<file path="src/rtl/output_channel_sequencer_pkg.sv">
// Shared encodings for the output channel sequencer: operating modes and burst FSM states.
// The reserved mode value is folded onto FIXED by effective_mode().
package output_seq_pkg;

  localparam logic [1:0] MODE_FIXED = 2'd0;
  localparam logic [1:0] MODE_SCAN  = 2'd1;
  localparam logic [1:0] MODE_BURST = 2'd2;

  localparam logic [0:0] ST_IDLE  = 1'b0;
  localparam logic [0:0] ST_BURST = 1'b1;

  function automatic logic [1:0] effective_mode(input logic [1:0] mode);
    return (mode == 2'd3) ? MODE_FIXED : mode;
  endfunction

endpackage

</file>
<file path="src/rtl/output_channel_sequencer_if.sv">
// Lane inputs, control inputs and sample outputs of the output channel sequencer.
// The driver of lanes/controls uses master; the sequencer uses slave.
interface output_channel_sequencer_if #(
  parameter int NUM_CHANNELS = 16,
  parameter int DATA_WIDTH   = 8,
  parameter int SEL_WIDTH    = 8,
  parameter int DWELL_WIDTH  = 16
);
  logic [NUM_CHANNELS*DATA_WIDTH-1:0] i_channels;
  logic                               i_sample_strobe;
  logic [1:0]                         i_mode;
  logic [SEL_WIDTH-1:0]               i_select_output_channel;
  logic [DWELL_WIDTH-1:0]             i_dwell;
  logic [DATA_WIDTH-1:0]              o_data;
  logic                               o_valid;
  logic [SEL_WIDTH-1:0]               o_channel;
  logic                               o_frame_start;
  logic                               o_overrun;

  modport master (
    output i_channels, i_sample_strobe, i_mode, i_select_output_channel, i_dwell,
    input  o_data, o_valid, o_channel, o_frame_start, o_overrun
  );

  modport slave (
    input  i_channels, i_sample_strobe, i_mode, i_select_output_channel, i_dwell,
    output o_data, o_valid, o_channel, o_frame_start, o_overrun
  );
endinterface

</file>
<file path="src/rtl/output_channel_sequencer_lane_select.sv">
// Combinational lane picker: 1-based index into flattened lanes, returning lane data and tag.
// Indices of 0 or beyond NUM_CHANNELS fall back to lane 0 with tag 1.
module output_lane_select #(
  parameter int NUM_CHANNELS = 16,
  parameter int DATA_WIDTH   = 8,
  parameter int SEL_WIDTH    = 8
) (
  input  logic [NUM_CHANNELS*DATA_WIDTH-1:0] lanes,
  input  logic [SEL_WIDTH-1:0]               idx,
  output logic [DATA_WIDTH-1:0]              lane_data,
  output logic [SEL_WIDTH-1:0]               tag
);

  logic in_range;

  always_comb begin
    in_range  = (idx != '0) && (idx <= SEL_WIDTH'(NUM_CHANNELS));
    lane_data = lanes[DATA_WIDTH-1:0];
    tag       = SEL_WIDTH'(1);
    if (in_range) begin
      tag = idx;
      for (int k = 1; k < NUM_CHANNELS; k++) begin
        if (idx == SEL_WIDTH'(k + 1)) lane_data = lanes[k*DATA_WIDTH +: DATA_WIDTH];
      end
    end
  end

endmodule

</file>
<file path="src/rtl/output_channel_sequencer.sv">
// Output channel sequencer: FIXED / SCAN / BURST selection of wavelet lanes onto one output bus.
// All outputs are registered; a strobe in cycle N yields o_valid in cycle N+1.
//
//   state    | meaning
//   ST_IDLE  | waiting for strobes; FIXED/SCAN beats emitted here, BURST start captures snapshot
//   ST_BURST | serialising snapshot; beat_q is the beat index currently on the output
module output_channel_sequencer
  import output_seq_pkg::*;
#(
  parameter int NUM_CHANNELS = 16,
  parameter int DATA_WIDTH   = 8,
  parameter int SEL_WIDTH    = 8,
  parameter int DWELL_WIDTH  = 16
) (
  input logic                      clk,
  input logic                      rst,
  output_channel_sequencer_if.slave bus
);

  localparam int              CW        = $clog2(NUM_CHANNELS + 1);
  localparam logic [CW-1:0]   LAST_CH   = CW'(NUM_CHANNELS);
  localparam logic [CW-1:0]   LAST_BEAT = CW'(NUM_CHANNELS - 1);
  localparam int              LW        = NUM_CHANNELS * DATA_WIDTH;

  logic [DATA_WIDTH-1:0]  data_q, data_d;
  logic                   valid_q, valid_d;
  logic [SEL_WIDTH-1:0]   channel_q, channel_d;
  logic                   frame_start_q, frame_start_d;
  logic                   overrun_q, overrun_d;
  logic [CW-1:0]          scan_ch_q, scan_ch_d;
  logic [DWELL_WIDTH-1:0] dwell_cnt_q, dwell_cnt_d;
  logic [0:0]             state_q, state_d;
  logic [CW-1:0]          beat_q, beat_d;
  logic [1:0]             mode_q, mode_d;
  logic [LW-1:0]          snap_q, snap_d;

  logic [1:0]             mode_eff;
  logic                   mode_chg;
  logic [CW-1:0]          scan_eff;
  logic [DWELL_WIDTH-1:0] cnt_eff;
  logic [SEL_WIDTH-1:0]   live_idx, live_tag, snap_idx, snap_tag;
  logic [DATA_WIDTH-1:0]  live_data, snap_data;

  assign mode_eff = effective_mode(bus.i_mode);
  assign mode_chg = (bus.i_mode != mode_q);
  assign scan_eff = mode_chg ? CW'(1) : scan_ch_q;
  assign cnt_eff  = mode_chg ? '0 : dwell_cnt_q;

  // Burst starts (from IDLE or back-to-back) always emit lane 0 straight from the live input.
  always_comb begin
    live_idx = bus.i_select_output_channel;
    if (state_q == ST_BURST || mode_eff == MODE_BURST) live_idx = SEL_WIDTH'(1);
    else if (mode_eff == MODE_SCAN)                     live_idx = SEL_WIDTH'(scan_eff);
  end

  assign snap_idx = SEL_WIDTH'(beat_q) + SEL_WIDTH'(2);

  output_lane_select #(
    .NUM_CHANNELS(NUM_CHANNELS), .DATA_WIDTH(DATA_WIDTH), .SEL_WIDTH(SEL_WIDTH)
  ) u_live_sel (
    .lanes(bus.i_channels), .idx(live_idx), .lane_data(live_data), .tag(live_tag)
  );

  output_lane_select #(
    .NUM_CHANNELS(NUM_CHANNELS), .DATA_WIDTH(DATA_WIDTH), .SEL_WIDTH(SEL_WIDTH)
  ) u_snap_sel (
    .lanes(snap_q), .idx(snap_idx), .lane_data(snap_data), .tag(snap_tag)
  );

  always_comb begin
    data_d        = data_q;
    valid_d       = 1'b0;
    channel_d     = channel_q;
    frame_start_d = 1'b0;
    overrun_d     = overrun_q;
    scan_ch_d     = scan_ch_q;
    dwell_cnt_d   = dwell_cnt_q;
    state_d       = state_q;
    beat_d        = beat_q;
    mode_d        = mode_q;
    snap_d        = snap_q;

    case (state_q)
      ST_IDLE: begin
        mode_d      = bus.i_mode;
        scan_ch_d   = scan_eff;
        dwell_cnt_d = cnt_eff;
        if (bus.i_sample_strobe) begin
          data_d    = live_data;
          channel_d = live_tag;
          valid_d   = 1'b1;
          case (mode_eff)
            MODE_SCAN: begin
              frame_start_d = (scan_eff == CW'(1));
              if (cnt_eff == bus.i_dwell) begin
                dwell_cnt_d = '0;
                scan_ch_d   = (scan_eff == LAST_CH) ? CW'(1) : scan_eff + CW'(1);
              end else begin
                dwell_cnt_d = cnt_eff + DWELL_WIDTH'(1);
              end
            end
            MODE_BURST: begin
              frame_start_d = 1'b1;
              snap_d        = bus.i_channels;
              beat_d        = '0;
              state_d       = ST_BURST;
            end
            default: ;
          endcase
        end
      end

      ST_BURST: begin
        if (beat_q == LAST_BEAT) begin
          if (bus.i_sample_strobe) begin
            data_d        = live_data;
            channel_d     = live_tag;
            valid_d       = 1'b1;
            frame_start_d = 1'b1;
            snap_d        = bus.i_channels;
            beat_d        = '0;
          end else begin
            state_d = ST_IDLE;
          end
        end else begin
          data_d    = snap_data;
          channel_d = snap_tag;
          valid_d   = 1'b1;
          beat_d    = beat_q + CW'(1);
          if (bus.i_sample_strobe) overrun_d = 1'b1;
        end
      end

      default: state_d = ST_IDLE;
    endcase
  end

  always_ff @(posedge clk) begin
    if (rst) begin
      data_q        <= '0;
      valid_q       <= 1'b0;
      channel_q     <= SEL_WIDTH'(1);
      frame_start_q <= 1'b0;
      overrun_q     <= 1'b0;
      scan_ch_q     <= CW'(1);
      dwell_cnt_q   <= '0;
      state_q       <= ST_IDLE;
      beat_q        <= '0;
      mode_q        <= MODE_FIXED;
      snap_q        <= '0;
    end else begin
      data_q        <= data_d;
      valid_q       <= valid_d;
      channel_q     <= channel_d;
      frame_start_q <= frame_start_d;
      overrun_q     <= overrun_d;
      scan_ch_q     <= scan_ch_d;
      dwell_cnt_q   <= dwell_cnt_d;
      state_q       <= state_d;
      beat_q        <= beat_d;
      mode_q        <= mode_d;
      snap_q        <= snap_d;
    end
  end

  assign bus.o_data        = data_q;
  assign bus.o_valid       = valid_q;
  assign bus.o_channel     = channel_q;
  assign bus.o_frame_start = frame_start_q;
  assign bus.o_overrun     = overrun_q;

endmodule

</file>
<file path="src/flat_wrapper.sv">
// flat-port wrapper written by rule: the top's interface ports become plain ports
module output_channel_sequencer_flat import output_seq_pkg::*;
#(
  parameter int NUM_CHANNELS = 16,
  parameter int DATA_WIDTH   = 8,
  parameter int SEL_WIDTH    = 8,
  parameter int DWELL_WIDTH  = 16
)
  (clk, rst, bus_i_channels, bus_i_sample_strobe, bus_i_mode, bus_i_select_output_channel, bus_i_dwell, bus_o_data, bus_o_valid, bus_o_channel, bus_o_frame_start, bus_o_overrun);
  output_channel_sequencer_if #(.NUM_CHANNELS(NUM_CHANNELS), .DATA_WIDTH(DATA_WIDTH), .SEL_WIDTH(SEL_WIDTH), .DWELL_WIDTH(DWELL_WIDTH)) bus_i ();
  input logic clk;
  input logic rst;
  input wire logic [$bits(bus_i.i_channels)-1:0] bus_i_channels;
  input wire logic [$bits(bus_i.i_sample_strobe)-1:0] bus_i_sample_strobe;
  input wire logic [$bits(bus_i.i_mode)-1:0] bus_i_mode;
  input wire logic [$bits(bus_i.i_select_output_channel)-1:0] bus_i_select_output_channel;
  input wire logic [$bits(bus_i.i_dwell)-1:0] bus_i_dwell;
  output wire logic [$bits(bus_i.o_data)-1:0] bus_o_data;
  output wire logic [$bits(bus_i.o_valid)-1:0] bus_o_valid;
  output wire logic [$bits(bus_i.o_channel)-1:0] bus_o_channel;
  output wire logic [$bits(bus_i.o_frame_start)-1:0] bus_o_frame_start;
  output wire logic [$bits(bus_i.o_overrun)-1:0] bus_o_overrun;
  assign bus_i.i_channels = bus_i_channels;
  assign bus_i.i_sample_strobe = bus_i_sample_strobe;
  assign bus_i.i_mode = bus_i_mode;
  assign bus_i.i_select_output_channel = bus_i_select_output_channel;
  assign bus_i.i_dwell = bus_i_dwell;
  assign bus_o_data = bus_i.o_data;
  assign bus_o_valid = bus_i.o_valid;
  assign bus_o_channel = bus_i.o_channel;
  assign bus_o_frame_start = bus_i.o_frame_start;
  assign bus_o_overrun = bus_i.o_overrun;
  output_channel_sequencer #(.NUM_CHANNELS(NUM_CHANNELS), .DATA_WIDTH(DATA_WIDTH), .SEL_WIDTH(SEL_WIDTH), .DWELL_WIDTH(DWELL_WIDTH)) u_core (.clk(clk), .rst(rst), .bus(bus_i));
endmodule
</file>
<file path="config.mk">
export PLATFORM = sky130hd
export DESIGN_NAME = output_channel_sequencer_flat
export DESIGN_NICKNAME = d
export VERILOG_FILES = /design/src/rtl/output_channel_sequencer_pkg.sv /design/src/rtl/output_channel_sequencer_if.sv /design/src/rtl/output_channel_sequencer_lane_select.sv /design/src/rtl/output_channel_sequencer.sv /design/src/flat_wrapper.sv
export SDC_FILE = /design/constraint.sdc
export NUM_CORES = 1
export LEC_CHECK = 0
export BUFFER_PORTS_ARGS = -buffer_cell sky130_fd_sc_hd__buf_2
export CORE_UTILIZATION = 45
export DETAILED_ROUTE_END_ITERATION = 7
export PLACE_DENSITY = 0.66
export SLEW_MARGIN = 20
export SYNTH_ARGS = -nofsm -noshare
export SYNTH_HDL_FRONTEND = slang
export SYNTH_SLANG_ARGS = --single-unit
export TNS_END_PERCENT = 100
</file>
<file path="constraint.sdc">
create_clock -name clk -period 5.09 [get_ports clk]
set_input_delay 1.018 -clock clk [delete_from_list [all_inputs] [get_ports clk]]
set_output_delay 1.018 -clock clk [all_outputs]
set_load 0.03 [all_outputs]
</file>
### After elaboration in Yosys (flattened, before gate mapping)

Index checks and enable logic that the tools add are counted.

| storage, ports and cells | value |
|---|---|
| register bits | 176 |
| word-level logic and storage cells | 142 |
| output and inout bits | 19 |
| input port bits | 157 |

| operators by class | value |
|---|---|
| bitwise operators | 2 |
| add/sub/neg operators | 4 |
| order comparisons | 2 |
| equal/unequal tests | 43 |
| reductions and logical operators | 8 |
| multiplexer cells | 72 |

Operators with widths:

| cell | count |
|---|---|
| $mux 128 | 4 |
| $mux 8 | 40 |
| $pmux 128 s2 | 1 |
| $eq 8x4->1 const B | 16 |
| $eq 8x3->1 const B | 8 |
| $mux 16 | 4 |
| $mux 5 | 9 |
| $eq 8x2->1 const B | 4 |
| $pmux 8 s2 | 2 |
| $add 16x1->16 const B | 1 |
| $eq 16x16->1 | 1 |
| $eq 8x5->1 const B | 2 |
| $le 8x5->1 const B | 2 |
| $reduce_bool 8->1 | 2 |
| $add 5x1->5 const B | 2 |
| $pmux 5 s2 | 1 |
| $pmux 1 s2 | 4 |
| $add 5x2->6 const B | 1 |
| $mux 1 | 6 |
| $ne 2x2->1 const B | 3 |
| $reduce_and 3->1 | 2 |
| $eq 5x1->1 const B | 1 |
| $eq 5x4->1 const B | 1 |
| $eq 5x5->1 const B | 1 |
| 10 further kinds | 13 |

### Depth between registers and ports, before layout

Gate-level depths: netlist of the first run.

| depth | value |
|---|---|
| depth after elaboration | 25 |
| gate-level depth with buffers | 14 |
| depth with buffers taken out | 13 |

### Cells and area by module

From an unflattened synthesis of the first run, not the netlist that was laid out.

| unflattened totals | value |
|---|---|
| cells, all modules | 1436 |
| area, all modules | 10724.0 um^2 |

By module, submodules not included:

| module | instances | area an instance (um^2) | seq. area each (um^2) | cells an instance |
|---|---|---|---|---|
| output_channel_sequencer | 1 | 7343.3 | 3523.4 | 938 |
| output_lane_select | 2 | 1690.4 | 0.0 | 249 |

### Least setup slack after synthesis of the first run

No wires, ideal clock.

| timing path | value |
|---|---|
| path type | in2reg |
| from | input port bus_i_mode[0] |
| to | register u_core.data_q[4], in the netlist u_core.bus.o_data[4] |
| stages on the path | 12 |
| library setup time | 0.116 ns |
| path slack | 1.435 ns |
| data arrival time | 3.539 ns |
| required time | 4.974 ns |
| cells stage by stage | inv_1 -> ha_1 -> or2_0 -> clkbuf_1 -> or4_1 -> a211o_1 -> clkbuf_1 -> nor3_1 -> nor3_1 -> a211oi_1 -> nand2_1 -> and3_1 |

| on the way | value |
|---|---|
| cells in the longest elaborated chain, start to end | 25 |

RTL lines:

| what | line | source |
|---|---|---|
| from (decl) | flat_wrapper.sv:15 | `input wire logic [$bits(bus_i.i_mode)-1:0] bus_i_mode;` |
| $eq 2x2->1 | output_channel_sequencer_pkg.sv:13 | `return (mode == 2'd3) ? MODE_FIXED : mode;` |
| $mux 2 | output_channel_sequencer_pkg.sv:13 |  |
| $eq 2x1->1 / $eq 2x2->1 (equally long branches) | output_channel_sequencer.sv:53, output_channel_sequencer.sv:52 |  |
| $mux 8 / $logic_or 1x1->1 (equally long branches) | output_channel_sequencer.sv:53, output_channel_sequencer.sv:52 |  |
| $mux 8 (*) | output_channel_sequencer.sv:52 | `if (state_q == ST_BURST \|\| mode_eff == MODE_BURST) live_idx = SEL_WIDTH'(1);` |
| $eq 8x2->1 | output_channel_sequencer_lane_select.sv:23 | `if (idx == SEL_WIDTH'(k + 1)) lane_data = lanes[k*DATA_WIDTH +: DATA_WIDTH];` |
| $mux 8 (15 in a row) | output_channel_sequencer_lane_select.sv:23 |  |
| $mux 8 (*) | output_channel_sequencer_lane_select.sv:20 | `if (in_range) begin` |
| $mux 8 (*) | output_channel_sequencer.sv:88, output_channel_sequencer.sv:115 |  |
| $mux 8 | output_channel_sequencer.sv:114 | `if (beat_q == LAST_BEAT) begin` |
| $pmux 8 s2 (*) | output_channel_sequencer.sv:83 | `case (state_q)` |
| to (signal assigned) | output_channel_sequencer.sv:152 | `data_q <= data_d;` |
| to (decl) | output_channel_sequencer.sv:25 | `logic [DATA_WIDTH-1:0] data_q, data_d;` |

Mark *: on every way between the ends. The rest lies on a longest branch, timed or not.
A chain may end at the register's enable or synchronous reset.

### Worst setup path after layout of the first run

| timing path | value |
|---|---|
| from | register u_core.beat_q[1] |
| to | register u_core.data_q[5], in the netlist u_core.bus.o_data[5] |

| on the way | value |
|---|---|
| cells in the longest elaborated chain, start to end | 20 |

RTL lines:

| what | line | source |
|---|---|---|
| from (decl) | output_channel_sequencer.sv:33 | `logic [CW-1:0] beat_q, beat_d;` |
| from (signal assigned) | output_channel_sequencer.sv:160 | `beat_q <= beat_d;` |
| $add 5x2->6 | output_channel_sequencer.sv:56 | `assign snap_idx = SEL_WIDTH'(beat_q) + SEL_WIDTH'(2);` |
| $eq 8x2->1 | output_channel_sequencer_lane_select.sv:23 |  |
| $mux 8 (15 in a row) | output_channel_sequencer_lane_select.sv:23 |  |
| $mux 8 | output_channel_sequencer_lane_select.sv:20 |  |
| $mux 8 (*) | output_channel_sequencer.sv:114 |  |
| $pmux 8 s2 (*) | output_channel_sequencer.sv:83 |  |

Marks and branches as above.

==> impl_metrics.json, run 1 <==
{
  "outcome": "finished, violations left",
  "slowest_stage": "ha_1",
  "tightest_slew_ns": 1.12,
  "synthesis.area_sq_um": 10700,
  "reg2reg_from": "u_core.beat_q[1]",
  "setup-tns-final_ns": 0,
  "synth_nets": 1684,
  "leakagePower_uw": 0.00466,
  "worstSkewPairLatency_ns": 0.44,
  "hold_path_class": "register to register",
  "synth.top_cell.area_share_pct": 33.0,
  "grt_pass1_wl_mm": 68.6,
  "clk_pin_slew_ns": 0.08,
  "yosys_warnings": 0,
  "reg2reg_depth": 10,
  "critPathKind": "register to register",
  "cp_max_fo": 11,
  "cts_setup_buffers": 0,
  "num_rows": 56,
  "yosysMostFrequentCell": "nand2_1",
  "die_w_um": 156,
  "htreeDepth": 4,
  "synth_edf_count": 0,
  "cts.path.max_buffers": 2,
  "grt_pass1_vias": 11100,
  "worstPathArrival_ns": 4.62,
  "seqPwrFrac_pct": 42.8,
  "dr.pass1.iters": 8,
  "cts_buffers": 17,
  "num_vias": 12600,
  "period_needed_ns": 4.31,
  "netlist_top_cells_area": "dfxtp_1 (33%), nand2_1 (12%), a21oi_1 (9.4%)",
  "regToRegSetupSlack_ns": 0.78,
  "slew_violations": 0,
  "floorplan.initialDensity_pct": 45.7,
  "violations": "DRC",
  "area_growth_pct": 16.4,
  "die-area_sq_um": 24400,
  "synth_cell_types": 79,
  "hold_buffers": 0,
  "async_reset_ff_share_pct": 0,
  "die-height_um": 156,
  "synthFlopType": "dfxtp_1",
  "cts-root-buf": "clkbuf_16",
  "syn_inst": 1516,
  "layout-drive-gt1-share_pct": 16.3,
  "wl_per_cell_um": 23.4,
  "hold_violations": 0,
  "slowest_delay_ns": 0.69,
  "cp-end-kind": "register",
  "clock-sinks": 176,
  "drtIter0Drc": 1623,
  "finalNonFillerCells": 1966,
  "synth_top_cell_by_area": "dfxtp_1",
  "viasPerCell": 6.39,
  "grt_antenna_before_repair": 1,
  "multi_input_area_sq_um": 6680,
  "place_inst": 1933,
  "portBuffers": 175,
  "core_sq_um": 23400,
  "antenna_left": 0,
  "synth-seq-cells": 176,
  "gp_congestion": 1.01,
  "p_total_uw": 3450,
  "fin_skew_ns": 0.00820,
  "swShare_pct": 33.3,
  "timing.fmax_mhz": 232,
  "comb_power_share_pct": 18.2,
  "grt_overflow": 0,
  "cp.required_ns": 5.40,
  "holdPathStages": 2,
  "p_per_area_nw_per_um2": 277,
  "fillers": 2405,
  "clockPowerShare_pct": 39.0,
  "crit_chain": "ha_1, inv_1, a2111oi_2, o21ai_0, o211ai_1, a211oi_1, a211oi_1, o21ai_0, a31oi_1, a2111oi_2",
  "rsz0062_at_grt": "false",
  "drt-total-wl_mm": 46.0,
  "dp_hpwl_mm": 34.6,
  "ctsResizeCount": 0,
  "ir_drop_mv": 0.221,
  "avgSynthCellArea_sq_um": 7.05,
  "grt_max_degree": 95,
  "setup_violations": 0,
  "synth_commonest_cells": "nand2_1 (355), a21oi_1 (201), dfxtp_1 (176), nor2_1 (105), clkbuf_1 (93)",
  "fin_nets": 1801,
  "seqCellArea_sq_um": 3520,
  "cp-start-kind": "register",
  "pin_count": 176,
  "endpoint": "u_core.bus.o_data[5]",
  "switchingPower_uw": 1150,
  "drc": 2,
  "max_slew_margin_pct": 24.5,
  "cts_tree": "built",
  "track_usage_pct": 37.6,
  "p_int_uw": 2300,
  "startpoint": "u_core.beat_q[1]",
  "seq_area_frac_synth_pct": 33.0,
  "drv_cap": 0,
  "post-route-period-util_pct": 84.7,
  "reg2reg_to": "u_core.bus.o_data[5]"
}
## per-layer routing
metal | vias up | track usage [%] | wire length, um
met5 | - | 0 | 0
met4 | 0 | 12.1 | 1320
li1 | 5729 | - | -
met3 | 90 | 6.42 | 5420
met2 | 790 | 54.4 | 19200
met1 | 5956 | 55.9 | 20100
## cells in the final DEF, fill, tap and decap left out, drive strengths merged, types with 11 or more instances in the layout
| cell | instances |
|---|---|
| and3 | 15 |
| nor3 | 36 |
| o22ai | 18 |
| o211ai | 12 |
| nor3b | 11 |
| a31oi | 13 |
| o21ai | 78 |
| buf | 206 |
| nand4 | 18 |
| a21oi | 201 |
| nand2 | 355 |
| a211oi | 34 |
| a22oi | 31 |
| nor2 | 105 |
| o32ai | 12 |
| inv | 33 |
| mux2i | 16 |
| nand2b | 11 |
| nand3 | 45 |
| clkbuf | 18 |
| dfxtp | 176 |
| a221oi | 18 |
| ha | 11 |
## power groups by stage
stage	Combinational (uW)	Clock [uW]	Sequential [uW]
2_1_floorplan	324	0	1510
3_3_place_gp	605	0	1500
3_5_place_dp	606	0	1500
4_1_cts	608	1350	1470
5_1_grt	669	1410	1480
6_report	629	1350	1480
## sequential cells by signal, indices dropped and copies added (netlist names)
name / flops
u_core.bus.o_overrun: 1
u_core.beat_q: 5
u_core.scan_ch_q: 5
u_core.bus.o_valid: 1
u_core.mode_q: 2
u_core.bus.o_channel: 8
u_core.bus.o_data: 8
u_core.dwell_cnt_q: 16
u_core.bus.o_frame_start: 1
u_core.snap_q: 128
u_core.state_q: 1
## logic make-up after synthesis
| family | Yosys count | share of synthesized area (%) |
|---|---|---|
| compound gates | 501 | 29.9 |
| xor+xnor | 11 | 0.901 |
| fa+ha+maj | 11 | 1.29 |
| buf+inv | 136 | 4.88 |
| flops | 176 | 33.0 |
| mux | 21 | 2.06 |
| simple gates | 660 | 28.0 |
## worst min-delay path by stage
stage / start / end / slack [ns]
after floorplan: u_core.snap_q[60] / u_core.snap_q[60] / 0.43
after global placement: u_core.snap_q[51] / u_core.snap_q[51] / 0.44
after detailed placement: u_core.snap_q[105] / u_core.snap_q[105] / 0.44
after CTS: u_core.snap_q[105] / u_core.snap_q[105] / 0.45
after global routing: u_core.snap_q[120] / u_core.snap_q[120] / 0.47
final: u_core.snap_q[19] / u_core.snap_q[19] / 0.45
## critical path: cells and delay by family, from the launching register on
kind	cells	cell delay, ns
compound gates	8	2.77
fa+ha+maj	1	0.69
buf+inv	1	0.25
flops	1	0.43
## final cells by class
cell class,count,area share [%]
inverters,28,0.845
diodes,1,0.0201
multi-input cells,1204,53.7
flip-flops and latches,176,28.3
clock inverters,14,1.16
repair buffers,206,9.23
well taps,319,3.21
clock buffers,18,3.53
## per-stage QoR
step | instance area [sq um] | utilization, % | worst slack [ns] | hold slack, ns
after floorplan | 10700 | - | 1.44 | 0.431
after global placement | 11800 | 50.6 | 0.494 | 0.439
after detailed placement | 11800 | 50.6 | 0.445 | 0.444
after CTS | 12400 | 53.1 | 0.885 | 0.455
after global routing | 12400 | 53.1 | 0.698 | 0.472
final | 12400 | 53.2 | 0.781 | 0.455
No activity file was read; power rests on OpenSTA's default activity.
==> inputs of run 2 (changes only) <==
--- a/config.mk
+++ b/config.mk
@@ -8,7 +8,7 @@
 export BUFFER_PORTS_ARGS = -buffer_cell sky130_fd_sc_hd__buf_2
 export CORE_UTILIZATION = 45
 export DETAILED_ROUTE_END_ITERATION = 7
-export PLACE_DENSITY = 0.66
+export PLACE_DENSITY = 0.69
 export SLEW_MARGIN = 20
 export SYNTH_ARGS = -nofsm -noshare
 export SYNTH_HDL_FRONTEND = slang
==> constraint.sdc (replaced) <==
create_clock -name clk -period 3.8 [get_ports clk]
set_input_delay 0.76 -clock clk [delete_from_list [all_inputs] [get_ports clk]]
set_output_delay 0.76 -clock clk [all_outputs]
set_load 0.03 [all_outputs]
==> run 2 against run 1 <==
Against the previous run: the flow now finishes without violations; critical endpoint is now u_core.bus.o_data[6]; combinational power increased by 40%; final cell count increased by 3.4%; highest routed layer unchanged; critical path type unchanged; largest power group unchanged; register-to-register slack got worse by 0.38 ns; hold slack improved by 0.0019 ns; worst setup slack worse by 0.38 ns; core utilization up 2.0 points; global-route usage rose by 0.43 points; die area is the same; critical path depth increased by 1.
==> impl_metrics.json, run 2 (synthesized netlist as in run 1, its figures left out) <==
{
  "outcome": "finished, final reports clean",
  "mostFrequentLayoutCells": "nand2_1 (354), a21oi_1 (201), dfxtp_1 (176)",
  "top_register": "u_core.snap_q",
  "clk_pin_slew_ns": 0.08,
  "ctsResizeCount": 0,
  "worstSkewPairLatency_ns": 0.45,
  "cts.path.max_buffers": 2,
  "cp.required_ns": 4.14,
  "seqPwrFrac_pct": 42.9,
  "critPathKind": "register to register",
  "dr.pass1.iters": 6,
  "cp_max_fo": 10,
  "timing.fmax_mhz": 294,
  "track_usage_pct": 38.1,
  "grt_util_met3_pct": 7.42,
  "swShare_pct": 33.1,
  "busiest_layer": "met1",
  "grt_pass1_wl_mm": 69.3,
  "grt_use_met2_pct": 55.5,
  "die-area_sq_um": 24400,
  "p_int_uw": 3080,
  "cts-root-buf": "clkbuf_16",
  "area_growth_pct": 20.6,
  "drc": 0,
  "cts_setup_buffers": 0,
  "drtIter0Drc": 1712,
  "hold_violations": 0,
  "comb_power_share_pct": 19.1,
  "setup_violations": 0,
  "tightest_slew_ns": 0.787,
  "cts_buffers": 17,
  "p_per_area_nw_per_um2": 358,
  "portBuffers": 175,
  "grt_pass1_vias": 11300,
  "die_w_um": 156,
  "antenna_left": 0,
  "switchingPower_uw": 1530,
  "reg_top3": "u_core.snap_q (128), u_core.dwell_cnt_q (16)",
  "htreeDepth": 4,
  "grt_max_degree": 129,
  "hold_path_class": "register to register",
  "fin_nets": 1867,
  "post-route-period-util_pct": 89.5,
  "setup-tns-final_ns": 0,
  "die-height_um": 156,
  "wl_per_cell_um": 22.9,
  "clock-sinks": 176,
  "ir_drop_mv": 0.231,
  "layout-drive-gt1-share_pct": 19.3,
  "drt-total-wl_mm": 46.5,
  "max_slew_margin_pct": 47.5,
  "cts_tree": "built",
  "core_sq_um": 23400,
  "num_vias": 12800,
  "gp_congestion": 1.02,
  "largest_reg_flops": 128,
  "grt_util_met1_pct": 55.6,
  "fin_skew_ns": 0.0104,
  "final_common_cell": "nand2_1",
  "cp-end-kind": "register",
  "viasPerCell": 6.28,
  "grt_overflow": 0,
  "leakagePower_uw": 0.00497,
  "hold_buffers": 0,
  "place_area_sq_um": 12300,
  "worstPathArrival_ns": 3.74,
  "drv_cap": 0,
  "cp-start-kind": "register",
  "floorplan.initialDensity_pct": 45.7,
  "period_needed_ns": 3.40,
  "clockPowerShare_pct": 38.0,
  "grt_antenna_before_repair": 1,
  "slew_violations": 0,
  "pin_count": 176,
  "num_rows": 56,
  "dp_hpwl_mm": 35.5,
  "final_area_sq_um": 12900,
  "rsz0062_at_grt": "false"
}
## run 2: changes by cell type in the layout (fill, tap and decap cells not counted), sizes merged
cell / previous run / this run
inv: 33 / 36
clkinv: 9 / 3
buf: 206 / 272
clkinvlp: 0 / 3
## run 2: layout make-up
type	instances	area, sq um
sequential	176	3520
clock inverter	14	121
multi-input combinational	1204	6660
inverter	28	105
fill	2406	10500
tap	319	399
clock buffer	18	429
timing repair buffer	272	1660
antenna	1	2.50
## run 2: power by group through the flow
stage	registers, uW	clock network, uW	logic [uW]
after floorplan	2020	0	434
final	1980	1750	881
after detailed placement	2020	0	853
after global placement	2020	0	851
after CTS	1970	1760	857
after global routing	1980	1820	939
## run 2: final timing paths
kind	end	start	slack, ns	depth (start not counted)
max reg2reg	u_core.bus.o_data[6]	u_core.beat_q[1]	0.40	11
max	u_core.bus.o_data[6]	u_core.beat_q[1]	0.40	11
min reg2reg	u_core.snap_q[33]	u_core.snap_q[33]	0.46	2
min	u_core.snap_q[33]	u_core.snap_q[33]	0.46	2
## run 2: worst max-delay path, cell delays in order (launching register included)
cell       delay [ns]
dfxtp_1          0.34
ha_1             0.31
buf_4            0.20
a2111oi_0        0.52
buf_4            0.24
o21ai_0          0.20
a21oi_1          0.24
a211oi_1         0.12
a2111oi_0        0.48
o21ai_0          0.31
a21oi_1          0.27
nor3_1           0.06
## run 2: per-layer routing
metal  routed length, um  share of wire [%]  vias up
met5                   0                  0        -
met4                1530                3.3        0
met3                5510                 12      103
met2               19600                 42      793
met1               19900                 43     6012
li1                    -                  -     5853
## run 2: metrics by stage
step | hold slack (ns) | cells | util, % | power (uW) | worst slack, ns
2_1_floorplan | 0.431 | 1516 | - | 2460 | 0.403
3_3_place_gp | 0.439 | 1999 | 52.7 | 2870 | 0.0670
3_5_place_dp | 0.443 | 1999 | 52.7 | 2870 | 0.0733
4_1_cts | 0.453 | 2031 | 55.1 | 4590 | 0.529
5_1_grt | 0.471 | 2032 | 55.1 | 4740 | 0.239
6_report | 0.457 | 2032 | 55.1 | 4610 | 0.398
